<file path="src/rtl/mm_pkg.sv">
// Shared definitions for the matrix-multiply operand path.
//   clog2_min1  : ceil(log2(n)) with a floor of 1, for index widths.
//   MM_ROWS/COLS: default matrix dimensions shared by buffer, PE array and load tracker.
//   WRAP_HOLD / WRAP_STREAM: load-tracker completion modes.
package mm_pkg;

    localparam int MM_ROWS     = 4;
    localparam int MM_COLS     = 4;

    localparam int WRAP_HOLD   = 0;
    localparam int WRAP_STREAM = 1;

    function automatic int clog2_min1(input int n);
        int w;
        w = $clog2(n);
        return (w < 1) ? 1 : w;
    endfunction

endpackage

</file>
<file path="src/rtl/mod_counter.sv">
// Modulo-N counter.
//   clk, rst_n : clock and asynchronous active-low reset
//   clr_i      : synchronous clear, overrides inc_i
//   inc_i      : advance by one
//   val_o      : current value, 0..N-1
//   wrap_o     : combinational, high when this increment returns the count to 0
module mod_counter #(
    parameter int N = 4,
    parameter int W = 2
) (
    input  logic         clk,
    input  logic         rst_n,
    input  logic         clr_i,
    input  logic         inc_i,
    output logic [W-1:0] val_o,
    output logic         wrap_o
);

    localparam logic [W-1:0] LAST = W'(N - 1);

    logic [W-1:0] val_q;
    logic [W-1:0] val_d;

    // A clear cancels any wrap so chained counters do not advance on it.
    assign wrap_o = inc_i & ~clr_i & (val_q == LAST);

    always_comb begin
        val_d = val_q;
        if (clr_i) begin
            val_d = '0;
        end else if (inc_i) begin
            val_d = (val_q == LAST) ? '0 : val_q + W'(1);
        end
    end

    always_ff @(posedge clk or negedge rst_n) begin
        if (!rst_n) begin
            val_q <= '0;
        end else begin
            val_q <= val_d;
        end
    end

    assign val_o = val_q;

endmodule

</file>
<file path="src/rtl/mat_load_counter.sv">
// Element-load tracker for a ROWS x COLS operand matrix.
//   clk, rst_n      : clock and asynchronous active-low reset
//   clr             : synchronous clear of all state
//   register_ready  : one element written this cycle
//   consume         : downstream took the full matrix (hold mode only)
//   row_idx/col_idx : position of the next element
//   count           : elements accepted in the current matrix
//   row_done        : pulse after the last column of a row is accepted
//   full            : matrix complete (held, or 1-cycle pulse in stream mode)
//   overflow        : sticky, an element arrived while full was held
module mat_load_counter
    import mm_pkg::*;
#(
    parameter int ROWS  = MM_ROWS,
    parameter int COLS  = MM_COLS,
    parameter int WRAP  = WRAP_HOLD,
    parameter int ROW_W = clog2_min1(ROWS),
    parameter int COL_W = clog2_min1(COLS),
    parameter int CNT_W = $clog2(ROWS * COLS + 1)
) (
    input  logic             clk,
    input  logic             rst_n,
    input  logic             clr,
    input  logic             register_ready,
    input  logic             consume,
    output logic [ROW_W-1:0] row_idx,
    output logic [COL_W-1:0] col_idx,
    output logic [CNT_W-1:0] count,
    output logic             row_done,
    output logic             full,
    output logic             overflow
);

    localparam logic             STREAM = (WRAP == WRAP_STREAM);
    localparam logic [CNT_W-1:0] TOTAL  = CNT_W'(ROWS * COLS);

    logic [CNT_W-1:0] count_q, count_d;
    logic             full_q, full_d;
    logic             overflow_q, overflow_d;
    logic             row_done_q, row_done_d;

    logic             accept;
    logic             col_wrap;
    logic             row_wrap;
    logic [CNT_W-1:0] count_base;

    // In hold mode a held matrix blocks new elements unless it is consumed
    // in the same cycle; the element then starts the next matrix.
    assign accept = register_ready & (~full_q | STREAM | consume);

    mod_counter #(.N(COLS), .W(COL_W)) u_col (
        .clk    (clk),
        .rst_n  (rst_n),
        .clr_i  (clr),
        .inc_i  (accept),
        .val_o  (col_idx),
        .wrap_o (col_wrap)
    );

    mod_counter #(.N(ROWS), .W(ROW_W)) u_row (
        .clk    (clk),
        .rst_n  (rst_n),
        .clr_i  (clr),
        .inc_i  (col_wrap),
        .val_o  (row_idx),
        .wrap_o (row_wrap)
    );

    // A completed count restarts from zero on the next accepted element.
    assign count_base = (count_q == TOTAL) ? '0 : count_q;

    always_comb begin
        count_d    = count_q;
        full_d     = full_q;
        overflow_d = overflow_q;
        row_done_d = 1'b0;
        if (clr) begin
            count_d    = '0;
            full_d     = 1'b0;
            overflow_d = 1'b0;
        end else begin
            row_done_d = col_wrap;
            if (accept) begin
                count_d = count_base + CNT_W'(1);
            end else if (!STREAM && full_q && consume) begin
                count_d = '0;
            end

            if (STREAM) begin
                full_d = row_wrap;
            end else if (row_wrap) begin
                full_d = 1'b1;
            end else if (full_q && consume) begin
                full_d = 1'b0;
            end

            if (!STREAM && full_q && register_ready && !consume) begin
                overflow_d = 1'b1;
            end
        end
    end

    always_ff @(posedge clk or negedge rst_n) begin
        if (!rst_n) begin
            count_q    <= '0;
            full_q     <= 1'b0;
            overflow_q <= 1'b0;
            row_done_q <= 1'b0;
        end else begin
            count_q    <= count_d;
            full_q     <= full_d;
            overflow_q <= overflow_d;
            row_done_q <= row_done_d;
        end
    end

    assign count    = count_q;
    assign full     = full_q;
    assign overflow = overflow_q;
    assign row_done = row_done_q;

endmodule

</file>
<file path="config.mk">
export PLATFORM = sky130hd
export DESIGN_NAME = mat_load_counter
export DESIGN_NICKNAME = d
export VERILOG_FILES = /design/src/rtl/mm_pkg.sv /design/src/rtl/mod_counter.sv /design/src/rtl/mat_load_counter.sv
export SDC_FILE = /design/constraint.sdc
export NUM_CORES = 1
export LEC_CHECK = 0
export ABC_AREA = 1
export BUFFER_PORTS_ARGS = -buffer_cell sky130_fd_sc_hd__buf_4
export CAP_MARGIN = 20
export CORE_AREA = 2 2 39 41
export CTS_CLUSTER_DIAMETER = 30
export DETAILED_ROUTE_END_ITERATION = 16
export DIE_AREA = 0 0 41 43
export PLACE_DENSITY = 0.76
export SYNTH_ARGS = -nofsm -noshare
export SYNTH_HDL_FRONTEND = slang
export SYNTH_SLANG_ARGS = --single-unit
</file>
<file path="constraint.sdc">
create_clock -name clk -period 2.4 [get_ports clk]
set_input_delay 0.36 -clock clk [delete_from_list [all_inputs] [get_ports clk]]
set_output_delay 0.36 -clock clk [all_outputs]
set_load 0.1 [all_outputs]
</file>
==> metrics.md <==
| Metric | Value |
|---|---|
| Outcome | finished clean |
| Family with the most delay on the worst path | flip-flops |
| Flop-to-flop setup slack | 1250 ps |
| Psw | 158 uW |
| Total placed cells including tap cells | 110 |
| Power Density | 543 mW/mm2 |
| Max-cap violations | 0 |
| CP Cell Sequence | buf_4 |
| P_int | 293 uW |
| Vias per cell | 5.24 |
| CTS buffer count | 3 |
| TNS Setup | 0 ps |
| Iter 0 DRT Violations | 8 |
| Antenna-violating nets left | 0 |
| Reg power frac | 48.5% |
| Worst Hold Class | in -> reg |
| CP max FO | 8 |
| Clk Tree Root Cell | clkbuf_4 |
| Critical path required time | 2040 ps |
| Final WL | 1.33 mm |
| WP buf/inv | 1 |
| Clock transition at path regs | 70 ps |
| Post-CTS sizing | 0 |
| Min Clock Period, post-route | 1460 ps |
| Die area | 0.00176 mm2 |
| Pin count of the biggest net entering global routing | 13 |
| Final net count | 109 |
| Register area share after synthesis | 45.2% |
| Post-synth top area cell | dfrtp_1 |
| Core area | 0.00138 mm2 |
| Total gr overflow | 0 |
| Post-Syn Instances | 79 |
| DR DRC count | 0 |
| VDD IR max | 0.336 mV |
| FF-to-FF End | count[0] |
| Clk buf depth | 2 |
| Unrepaired setup endpoints after global routing | no |
| Top cells by area, synth | dfrtp_1 (45%), nand2_1 (14%), ha_1 (7.5%), nand3_1 (6.0%), nand4_1 (5.6%) |
| Levels on crit path | 1 |
| Reg-to-Reg Start | count[0] |
| HPWL Detailed | 1.02 mm |
| Layout cells sized above 1 | 29.6% |
| Arr. time, crit path | 1100 ps |
| #FFs+latches synth | 12 |
| Max stage delay cell, worst path | dfrtp_1 |
| Crit end category | output port |
| Clock Latency Late Sink | 270 ps |
| DR vias | 597 |
| # hold bufs at CTS | 1 |
| Layout Cells excl Fill | 114 |
| CTS tree | yes |
| FP Rows | 14 |
| Sw frac | 35.1% |
| Initial Util | 48.0% |
| I/O Buffers | 16 |
| Max-slew violation count | 0 |
| Leakage power total | 0.481 nW |
| Final period utilization | 60.6% |
| Area grow syn2layout | 25.2% |
| R2R depth | 8 |
| Slew at the pin with the worst max-slew slack | 279 ps |
| Crit path from | count[2] |
| DRT Pass-1 Iters | 4 |
| Hold Violations, Final | 0 |
| Vias in the first global route | 550 |
| Clock sink count | 12 |
| Total GRT Usage | 18.9% |
| Relative slew slack | 81.6% |
| Post-Syn Area per Cell | 8.41 um2 |
| Post-CTS Setup Bufs | 0 |
| Syn_nets | 88 |
| Clock Skews | 0.335 ps |
| Mapped Area | 664 um2 |
| Post-synth cell types | 20 |
| Crit path largest cell delay | 480 ps |
| Die span in x | 41 um |
| Comb pwr share | 24.3% |
| Initial antenna violation count | 0 |
| CP endpoint | count[2] |
| # diodes | 0 |
| Die Ht | 43 um |
| Achievable frequency | 0.687 GHz |
| Final setup violation count | 0 |
| H-tree levels | 1 |
| First-pass GRT wire length | 2.28 mm |
| # IOs | 17 |
| Critical path class | reg -> out |
| Critical Path Start Type | register |
| RD Place Congestion | 0.670 |
| WL per Instance | 11.7 um |
| Share of the synthesized area in the top cell type | 45.2% |
| Yosys warning count | 0 |
| Clk pwr share | 27.2% |
-- per-stage QoR --
stage | hold slack, ps | power (mW) | util, % | setup slack [ps] | cell area, um2
2_1_floorplan | 64.4 | 0.300 | - | 634 | 664
3_3_place_gp | 208 | 0.330 | 57.8 | 1270 | 800
6_report | 340 | 0.452 | 60.1 | 945 | 832
3_5_place_dp | 210 | 0.332 | 57.8 | 1260 | 800
4_1_cts | 337 | 0.456 | 60.1 | 952 | 832
5_1_grt | 351 | 0.472 | 60.1 | 902 | 832
-- cell families after synthesis --
group,synth area share [%]
xor gates and xnor gates,1.32
buffers and inverters,7.35
AOI/OAI and AO/OA,5.27
and+or+nand+nor,33.3
adders and majority gates,7.53
DFF,45.2
-- cells in the final DEF, fill, tap and decap left out --
cell	count
a21oi_4	1
buf_4	16
clkbuf_4	3
dfrtp_1	12
dlygate4sd3_1	1
ha_1	4
inv_1	7
inv_2	3
inv_4	1
nand2_1	24
nand2_2	2
nand3_1	8
nand3_2	1
nand4_1	6
nand4_2	1
nor2_1	2
nor2_2	1
nor3_1	1
o21ai_0	1
o22ai_1	1
o31ai_1	1
xor2_1	1
-- cell type report --
cell class | count | area [um2]
clock buffers | 3 | 22.5
fillers | 119 | 552
inverters | 11 | 43.8
multi-input cells | 55 | 315
flip-flops and latches | 12 | 300
well taps | 16 | 20.0
repair buffers | 17 | 130
-- registers in the layout (all words and copies together), names as in the netlist --
signal	count
overflow	1
count	5
row_done	1
full	1
u_row.val_o	2
u_col.val_o	2
-- Yosys cell counts, drive strengths merged --
master / number
nand2: 26
dfrtp: 12
inv: 11
nand3: 9
nand4: 7
ha: 4
nor2: 3
a21oi: 1
buf: 1
nor3: 1
o21ai: 1
o22ai: 1
o31ai: 1
xor2: 1
-- worst min path at each step --
stage / from / to / slack (ps) / depth (start not counted)
floorplan: rst_n / count[0] / 60 / 0
global placement: rst_n / count[3] / 210 / 1
detailed placement: rst_n / count[4] / 210 / 1
CTS: clr / overflow / 340 / 2
global route: clr / overflow / 350 / 2
finish: clr / overflow / 340 / 2
-- power groups by stage --
stage | clock, mW | combinational (mW) | sequential [mW]
CTS | 0.126 | 0.111 | 0.219
floorplan | 0 | 0.0251 | 0.275
global route | 0.135 | 0.118 | 0.220
global placement | 0 | 0.108 | 0.223
finish | 0.123 | 0.110 | 0.219
detailed placement | 0 | 0.110 | 0.223
-- metal layers --
metal | wire length (um) | global-route usage [%] | vias up
met2 | 624 | 27.5 | 20
met5 | 0 | 0 | -
met1 | 607 | 25.6 | 272
li1 | - | - | 300
met3 | 63 | 3.66 | 5
met4 | 38 | 10.0 | 0
Note: power is estimated with default switching activity, not from simulation.
